`config.mk`:
```
export PLATFORM = sky130hd
export DESIGN_NAME = layer3_idb_weight_router
export DESIGN_NICKNAME = d
export VERILOG_FILES = /design/src/rtl/layer3_idb_weight_router_pkg.sv /design/src/rtl/layer3_idb_weight_router.sv
export SDC_FILE = /design/constraint.sdc
export NUM_CORES = 1
export LEC_CHECK = 0
export ABC_CLOCK_PERIOD_IN_PS = 2100
export BUFFER_PORTS_ARGS = -buffer_cell sky130_fd_sc_hd__buf_2
export CORE_AREA = 2 2 132 95
export CTS_CLUSTER_SIZE = 28
export DETAILED_ROUTE_END_ITERATION = 10
export DIE_AREA = 0 0 134 97
export GPL_TIMING_DRIVEN = 1
export PLACE_DENSITY = 0.68
export REMOVE_ABC_BUFFERS = 1
export SLEW_MARGIN = 5
export SYNTH_ARGS = -nofsm -noshare
export SYNTH_HDL_FRONTEND = slang
export SYNTH_SLANG_ARGS = --single-unit
```
`constraint.sdc`:
```
create_clock -name clk -period 2.1 [get_ports clk]
set_input_delay 0.42 -clock clk [delete_from_list [all_inputs] [get_ports clk]]
set_output_delay 0.42 -clock clk [all_outputs]
set_load 0.005 [all_outputs]
```
`src/rtl/layer3_idb_weight_router_pkg.sv`:
```
// Shared layer3 identity-block constants: channel/kernel products, segment lengths,
// the derived segment counter width and the weight router FSM encoding.
package layer3_idb_weight_router_pkg;

    localparam int L3_IDB_C1_IN  = 1024;
    localparam int L3_IDB_C1_OUT = 256;
    localparam int L3_IDB_C1_K   = 1;
    localparam int L3_IDB_C2_IN  = 256;
    localparam int L3_IDB_C2_OUT = 256;
    localparam int L3_IDB_C2_K   = 3;
    localparam int L3_IDB_C3_IN  = 256;
    localparam int L3_IDB_C3_OUT = 1024;
    localparam int L3_IDB_C3_K   = 1;

    localparam int L3_IDB_W1_COUNT = L3_IDB_C1_IN * L3_IDB_C1_OUT * L3_IDB_C1_K * L3_IDB_C1_K;
    localparam int L3_IDB_W2_COUNT = L3_IDB_C2_IN * L3_IDB_C2_OUT * L3_IDB_C2_K * L3_IDB_C2_K;
    localparam int L3_IDB_W3_COUNT = L3_IDB_C3_IN * L3_IDB_C3_OUT * L3_IDB_C3_K * L3_IDB_C3_K;

    localparam int L3_IDB_W_MAX =
        (L3_IDB_W1_COUNT > L3_IDB_W2_COUNT)
            ? ((L3_IDB_W1_COUNT > L3_IDB_W3_COUNT) ? L3_IDB_W1_COUNT : L3_IDB_W3_COUNT)
            : ((L3_IDB_W2_COUNT > L3_IDB_W3_COUNT) ? L3_IDB_W2_COUNT : L3_IDB_W3_COUNT);
    localparam int L3_IDB_CNT_WIDTH = $clog2(L3_IDB_W_MAX);

    typedef enum logic [1:0] {
        ST_LOAD1 = 2'd0,
        ST_LOAD2 = 2'd1,
        ST_LOAD3 = 2'd2,
        ST_DONE  = 2'd3
    } router_state_t;

endpackage

```
`src/rtl/layer3_idb_weight_router.sv`:
```
// Steers one serial weight stream into the conv1/conv2/conv3 ports by counted segments.
// Latency: 1 cycle, all outputs registered.
// Backpressure: none; words arriving after the last segment are dropped and flag overflow.
module layer3_idb_weight_router
    import layer3_idb_weight_router_pkg::*;
#(
    parameter int DATA_WIDTH = 32,
    parameter int W1_COUNT   = L3_IDB_W1_COUNT,
    parameter int W2_COUNT   = L3_IDB_W2_COUNT,
    parameter int W3_COUNT   = L3_IDB_W3_COUNT,
    parameter int CNT_WIDTH  = L3_IDB_CNT_WIDTH
) (
    input  logic                  clk,
    input  logic                  reset,
    input  logic                  valid_in,
    input  logic [DATA_WIDTH-1:0] weight_in,
    input  logic                  reload,
    output logic                  valid_weight_out1,
    output logic [DATA_WIDTH-1:0] weight_out1,
    output logic                  valid_weight_out2,
    output logic [DATA_WIDTH-1:0] weight_out2,
    output logic                  valid_weight_out3,
    output logic [DATA_WIDTH-1:0] weight_out3,
    output logic                  done,
    output logic                  overflow
);

    localparam logic [CNT_WIDTH-1:0] W1_LAST = CNT_WIDTH'(W1_COUNT - 1);
    localparam logic [CNT_WIDTH-1:0] W2_LAST = CNT_WIDTH'(W2_COUNT - 1);
    localparam logic [CNT_WIDTH-1:0] W3_LAST = CNT_WIDTH'(W3_COUNT - 1);

    router_state_t        state, state_nxt;
    logic [CNT_WIDTH-1:0] cnt, cnt_nxt;
    logic [2:0]           route;
    logic                 ovf_set;

    always_comb begin
        state_nxt = state;
        cnt_nxt   = cnt;
        route     = 3'b000;
        ovf_set   = 1'b0;
        // reload wins over a same-cycle word, which is simply not routed
        if (reload) begin
            state_nxt = ST_LOAD1;
            cnt_nxt   = '0;
        end else if (valid_in) begin
            case (state)
                ST_LOAD1: begin
                    route = 3'b001;
                    if (cnt == W1_LAST) begin
                        cnt_nxt   = '0;
                        state_nxt = ST_LOAD2;
                    end else begin
                        cnt_nxt = cnt + 1'b1;
                    end
                end
                ST_LOAD2: begin
                    route = 3'b010;
                    if (cnt == W2_LAST) begin
                        cnt_nxt   = '0;
                        state_nxt = ST_LOAD3;
                    end else begin
                        cnt_nxt = cnt + 1'b1;
                    end
                end
                ST_LOAD3: begin
                    route = 3'b100;
                    if (cnt == W3_LAST) begin
                        cnt_nxt   = '0;
                        state_nxt = ST_DONE;
                    end else begin
                        cnt_nxt = cnt + 1'b1;
                    end
                end
                default: ovf_set = 1'b1;
            endcase
        end
    end

    always_ff @(posedge clk) begin
        if (reset) begin
            state             <= ST_LOAD1;
            cnt               <= '0;
            valid_weight_out1 <= 1'b0;
            valid_weight_out2 <= 1'b0;
            valid_weight_out3 <= 1'b0;
            weight_out1       <= '0;
            weight_out2       <= '0;
            weight_out3       <= '0;
            done              <= 1'b0;
            overflow          <= 1'b0;
        end else begin
            state             <= state_nxt;
            cnt               <= cnt_nxt;
            valid_weight_out1 <= route[0];
            valid_weight_out2 <= route[1];
            valid_weight_out3 <= route[2];
            if (route[0]) weight_out1 <= weight_in;
            if (route[1]) weight_out2 <= weight_in;
            if (route[2]) weight_out3 <= weight_in;
            // done tracks the registered state so it lines up with the last conv3 pulse
            done <= (state_nxt == ST_DONE);
            if (reload) begin
                overflow <= 1'b0;
            end else if (ovf_set) begin
                overflow <= 1'b1;
            end
        end
    end

endmodule

```
# Word-level counts from Yosys, hierarchy flattened
# Index checks and enable logic that the tools add are counted.
# word_totals
in_bits	36
output_inout_bits	101
ff_bits	123
# classes
n_reduce_logical	6
n_mux	15
n_eq_ne	5
add_sub_neg	1
# ops
cell	n
2-to-1 mux 20 bit	2
one-hot mux 20 bit (2 select lines)	1
adder 20 x 1 -> 20 bit (second input constant)	1
equality test 20 x 18 -> 1 bit (second input constant)	1
equality test 20 bit (second input constant)	1
2-to-1 mux 2 bit	5
one-hot mux 3 bit (3 select lines)	1
2-to-1 mux 3 bit	2
one-hot mux 2 bit (3 select lines)	1
equality test 2 bit (second input constant)	2
OR reduction 2 bit	2
2-to-1 mux 1 bit	3
OR reduction 3 bit	1
equality test 2 x 1 -> 1 bit (second input constant)	1
logical NOT 2 bit	1
AND reduction 2 bit	1
nonzero test 2 bit	1

# Depth between registers and ports, before layout
# Gate-level depths: netlist of run 1.
# logic_depth
depth_word	6
mapped_depth	7
ltp_nobuf	5

# Worst setup path after synthesis of run 1
# OpenSTA, ideal clock, no wires.
# synth_timing
path_kind	register -> register
from	reg cnt[5]
to	reg cnt[18]
path_stages_with_launch	5
setup_time_ps	66
arrival_ps	1701
path_slack_ps	333
path_cell_list	dfxtp_1 nand4_2 or4b_4 or4_4 a21oi_2
# synth_between
elab_chain_cells	3
elab_cells_between_ends	6
cone_classes	add/sub: 1; eq/ne: 2; mux: 3
# synth_rtl
element	line_no	source
start: declaration	layer3_idb_weight_router.sv:33	logic [CNT_WIDTH-1:0] cnt, cnt_nxt;
start signal: assignment	layer3_idb_weight_router.sv:94	cnt <= cnt_nxt;
adder 20 x 1 -> 20 bit (tied with other cells)	layer3_idb_weight_router.sv:54, layer3_idb_weight_router.sv:63, layer3_idb_weight_router.sv:72	
2-to-1 mux 20 bit (on tied branches)	layer3_idb_weight_router.sv:50, layer3_idb_weight_router.sv:68, layer3_idb_weight_router.sv:59	
one-hot mux 20 bit (2 select lines) *	layer3_idb_weight_router.sv:47	case (state)
# Every way passes the cells marked *; elsewhere a longest branch is shown, timed or not.
# A chain may end at the register's enable or synchronous reset.

# Worst setup path in the final report of run 1
# layout_timing
from	reg cnt[4]
to	reg cnt[18]
# Same word-level chain as after synthesis.

==> results of run 1 <==
logic make-up (layout without fill, tap and decap cells):
logic type	after synthesis	count (layout)	synth area share
compound gates	121	121	0.144
xor+xnor	11	11	0.0214
fa+ha+maj	1	1	0.00278
buf+inv	40	185	0.0345
flops	123	123	0.547
simple gates	262	262	0.250
cells in the mapped netlist, types with 2 or more instances:
library cell and number:
clkbuf_1 35, xnor2_1 5, dfxtp_1 123, nor2_1 16, or3_1 3, a21oi_1 104
or4_1 3, and4_1 2, o21ai_0 3, inv_1 3, and2_1 2, nor3_1 3
and3_1 4, nand2_1 203, nand3_1 6, xor2_1 6, o31ai_1 6, nand4_1 8
worst paths after layout:
path / end / start / slack [ps]
setup reg to reg: cnt[18] / cnt[4] / 160
setup / recovery: cnt[18] / cnt[4] / 160
hold / removal: overflow / reload / 270
hold reg to reg: weight_out3[22] / weight_out3[22] / 450
sequential cells by signal, summed over array words and instances (netlist names):
register	flops
weight_out1	32
weight_out2	32
weight_out3	32
cnt	20
state	2
done	1
overflow	1
valid_weight_out1	1
valid_weight_out2	1
valid_weight_out3	1
through the flow:
stage               instances  hold WS, ps  power, uW  setup WS, ps  instance area (um2)
floorplan                 521          447       2490          -358                 4360
global placement          830          438       2640           260                 5400
detailed placement        830          445       2640           198                 5400
CTS                       860          248       5570           175                 5990
global route              860          269       5700          4.07                 5990
finish                    860          265       5500           163                 5990
cell type report:
| type | count | area (um2) | area share |
|---|---|---|---|
| sequential | 123 | 2460 | 0.411 |
| multi-input combinational | 395 | 1890 | 0.315 |
| timing repair buffer | 152 | 838 | 0.140 |
| clock buffer | 23 | 478 | 0.0798 |
| tap | 157 | 196 | 0.0328 |
| clock inverter | 7 | 115 | 0.0192 |
| inverter | 3 | 11.3 | 0.00188 |
routing by layer:
| metal | GRT usage | vias up |
|---|---|---|
| met1 | 0.252 | 1974 |
| met4 | 0.0663 | 0 |
| met3 | 0.0739 | 12 |
| li1 | - | 2125 |
| met5 | 0 | - |
| met2 | 0.309 | 142 |
power by group:
group / leakage (uW) / total [uW] / internal, uW / switching [uW]
clock network: 0.000285 / 2900 / 1940 / 961
logic: 0.00118 / 213 / 83.2 / 130
registers: 0.000994 / 2380 / 2370 / 15.9
worst max-delay path, delay by kind of cell (launching register included):
family,cells,cell delay [ps]
simple gates,3,1280
compound gates,1,140
flops,1,450
==> flow_metrics.tcl, run 1 <==
set metrics [dict create \
    fill_cells 1098 \
    routed_wl_um 12300 \
    synth_seq_area_share 0.547 \
    max-vdd-ir-drop_v 0.000659 \
    synth_edf_count 0 \
    synth_cell_types 41 \
    crit_arrival_ps 2260 \
    insertion_delay_ps 390 \
    die_w_um 134 \
    grt_overflow 0 \
    cts_buffers 17 \
    grtUsageTotal 0.198 \
    maxCapViolCount 0 \
    finalHoldViolCount 0 \
    start_util 0.388 \
    antenna_found_initial 0 \
    diodes 0 \
    ys_async_sr_fraction 0 \
    port_buffers 136 \
    clock.fmax_ghz 0.516 \
    yosys-top-cells-area "dfxtp_1 55%, nand2_1 17%, a21oi_1 12%" \
    syn_inst 558 \
    yosys.area.top_type_share 0.547 \
    area_delta_synth_final_pct 33.1 \
    postCtsHoldBufs 0 \
    synth_area_um2 4500 \
    postLayoutCoreUtil 0.516 \
    antenna_left 0 \
    setup_viol 0 \
    ys.flop_type "dfxtp_1" \
    vias_per_cell 4.95 \
    drc_errors 0 \
    slowest_delay_ps 590 \
    finalNetCount 729 \
    worst_setup_path_end_kind "flop" \
    ff2ff_path_depth 4 \
    wire_per_inst_um 14.3 \
    powerDensity_nw_per_um2 918 \
    grt_pass1_vias 4272 \
    grt_pass1_wl_um 20700 \
    holdPathStages 2 \
    fin_tns_setup_ps 0 \
    yosysWarnings 0 \
    top_layer "met4" \
    floorplan.die_area_um2 13000 \
    drive_gt1_frac 0.267 \
    status "completed" \
    num_vias 4253 \
    wl_met3_um 1070 \
    cp_slowest_cell "or4b_4" \
    syn_area_per_cell_um2 8.07 \
    leakage_uw 0.00246 \
    clkTransAtPathRegs_ps 50 \
    final_common_cell "nand2_1" \
    globalplace.congestion 0.816 \
    worst_pin_slew_ps 418 \
    post-route-period-util 0.922 \
    clock_path_buffers 2 \
    num_rows 33 \
    crit_fanout 6 \
    fin_worst_skew_ps 6.42 \
    rsz0062_at_grt "no" \
    worstSetupPathType "reg -> reg" \
    wl_met2_um 5590 \
    slew_headroom 0.721 \
    cts_setup_buffers 0 \
    die_h_um 97 \
    ctsResizeCount 0 \
    wl_met1_um 5520 \
    crit_path_start_kind "flop" \
    io_pins 137 \
    synth-seq-cells 123 \
    clock-sinks 123 \
    drt-pass1-iter-count 5 \
    cp.required_ps 2430 \
    core_area_um2 11600 \
    dp_hpwl_um 8410 \
    grt_max_degree 52 \
    drtIter0Drc 247 \
    hold_class "in -> reg" \
    cts_htree_levels 4 \
    root_buffer "clkbuf_16" \
    layout_common_cells "203 x nand2_1, 136 x buf_2, 123 x dfxtp_1" \
    synth_top_area_cell "dfxtp_1" \
    drv_slew 0 \
    cp_cell_sequence "nand4_2 > or4b_4 > or4_4 > a21oi_2" \
    cts_tree "done" \
    min_period_ps 1940 \
]
Power figures use the tool's default switching activity.
==> inputs of run 2 (changes only) <==
- REMOVE_ABC_BUFFERS: 1 -> unset
==> run 2 against run 1 <==
  * Via count grew 1.4%
  * Sequential power is essentially flat
  * Clock power grew 11%
  * Count of clock-buffer cells in the layout shrank 3
  * Setup slack gained 11 ps
  * Die area is the same
  * Fmax grew 0.59%
  * Final cell count shrank 0.12%
  * Utilization grew 0.60 points
  * Critical path depth is the same
  * Clock skew shrank 0.67 ps
  * Critical endpoint unchanged
  * Largest power group unchanged
==> flow_metrics.tcl, run 2 (synthesis gave the netlist of run 1 again) <==
set metrics [dict create \
    powerDensity_nw_per_um2 961 \
    leakage_uw 0.00250 \
    num_rows 33 \
    worstSetupPathType "reg -> reg" \
    r2r_slack_ps 170 \
    fin_worst_skew_ps 5.75 \
    drc_errors 0 \
    timing.final.ws_setup_ps 174 \
    worstHoldStart "reload" \
    insertion_delay_ps 400 \
    hold_class "in -> reg" \
    area_delta_synth_final_pct 34.6 \
    placed_area_um2 5400 \
    hold_end "overflow" \
    layout_common_cells "203 x nand2_1, 135 x buf_2, 123 x dfxtp_1" \
    cts_setup_buffers 0 \
    slowest_delay_ps 590 \
    post-route-period-util 0.917 \
    clock.fmax_ghz 0.519 \
    r2r_end "cnt[18]" \
    start_util 0.388 \
    slew_headroom 0.697 \
    antenna_left 0 \
    min_period_ps 1930 \
    routed_wl_um 12400 \
    fin_tns_setup_ps 0 \
    die_w_um 134 \
    crit_arrival_ps 2260 \
    fin_area_um2 6060 \
    final_common_cell "nand2_1" \
    startpoint "cnt[4]" \
    status "completed" \
    worst_path_dominant_cell_family "simple AND/OR/NAND/NOR gates" \
    finalNetCount 726 \
    globalplace.congestion 0.804 \
    grt_pass1_wl_um 19500 \
    cts_buffers 17 \
    root_buffer "clkbuf_16" \
    vias_per_cell 5.02 \
    syn_nets 595 \
    r2r_start "cnt[4]" \
    cp_cell_sequence "nand4_2 > or4b_4 > or4_4 > a21oi_2" \
    clock_path_buffers 2 \
    crit_path_start_kind "flop" \
    die_h_um 97 \
    cts_tree "done" \
    cp.required_ps 2440 \
    drv_slew 0 \
    holdPathStages 2 \
    cp_num_buf_inv 0 \
    dp_hpwl_um 8160 \
    antenna_found_initial 0 \
    grt_max_degree 101 \
    final_cells 859 \
    grtUsageTotal 0.188 \
    fill_cells 1080 \
    postLayoutCoreUtil 0.522 \
    num_vias 4312 \
    crit_fanout 6 \
    grt_overflow 0 \
    ff2ff_path_depth 4 \
    finalHoldViolCount 0 \
    postCtsHoldBufs 0 \
    ctsResizeCount 0 \
    clock-sinks 123 \
    post-place-ws_ps 197 \
    worst_setup_path_end_kind "flop" \
    placedCellCount 827 \
    core_area_um2 11600 \
    clkTransAtPathRegs_ps 60 \
    port_buffers 136 \
    io_pins 137 \
    cp_slowest_cell "or4b_4" \
    drt-pass1-iter-count 5 \
    rsz0062_at_grt "no" \
    maxCapViolCount 0 \
    reg.largest.list "weight_out1 x32, weight_out2 x32, weight_out3 x32" \
    wire_per_inst_um 14.4 \
    drtIter0Drc 214 \
    cts_htree_levels 4 \
    worst_pin_slew_ps 454 \
    setup_viol 0 \
    grt_pass1_vias 4061 \
    floorplan.die_area_um2 13000 \
    drive_gt1_frac 0.271 \
    diodes 0 \
    max-vdd-ir-drop_v 0.000604 \
]
## run 2: changes by cell type in the layout (fill, tap and decap cells not counted)
cell,before,now
bufinv_16,3,5
clkinv_2,2,5
clkbuf_1,3,0
buf_12,3,5
inv_6,0,1
buf_2,136,135
clkinvlp_4,2,1
buf_4,13,9
## run 2: worst register-to-register path: stages (launching register included)
cell	delay (ps)
dfxtp_1	440
nand4_2	150
or4b_4	590
or4_4	540
a21oi_2	140
## run 2: per-stage QoR
step           hold WS (ps)  power (uW)
3_5_place_dp            444        2650
4_1_cts                 220        5880
3_3_place_gp            439        2640
6_report                234        5820
5_1_grt                 229        6000
2_1_floorplan           447        2520
## run 2: worst max path at each step
| stage | to | slack (ps) | cells after the start |
|---|---|---|---|
| 5_1_grt | cnt[18] | 90 | 4 |
| 3_3_place_gp | cnt[18] | 240 | 4 |
| 3_5_place_dp | cnt[18] | 200 | 4 |
| 2_1_floorplan | cnt[18] | 330 | 4 |
| 6_report | cnt[18] | 170 | 4 |
| 4_1_cts | cnt[18] | 170 | 4 |
## run 2: area by class of cell
class                      count  area, um2  share of cell area
clock inverter                12        191              0.0316
sequential                   123       2460               0.406
inverter                       3       11.3             0.00186
clock buffer                  20        467              0.0770
timing repair buffer         149        843               0.139
tap                          157        196              0.0324
multi-input combinational    395       1890               0.312
## run 2: report_power, final
part           switching, uW  internal, uW
clock                   1030          2190
sequential              15.8          2370
combinational            130          84.1
total                   1180          4640
## run 2: routing by layer
metal	part of all wire	global-route usage
met3	0.091	0.0765
met1	0.45	0.237
met4	0.0099	0.0671
met5	0	0
met2	0.45	0.291
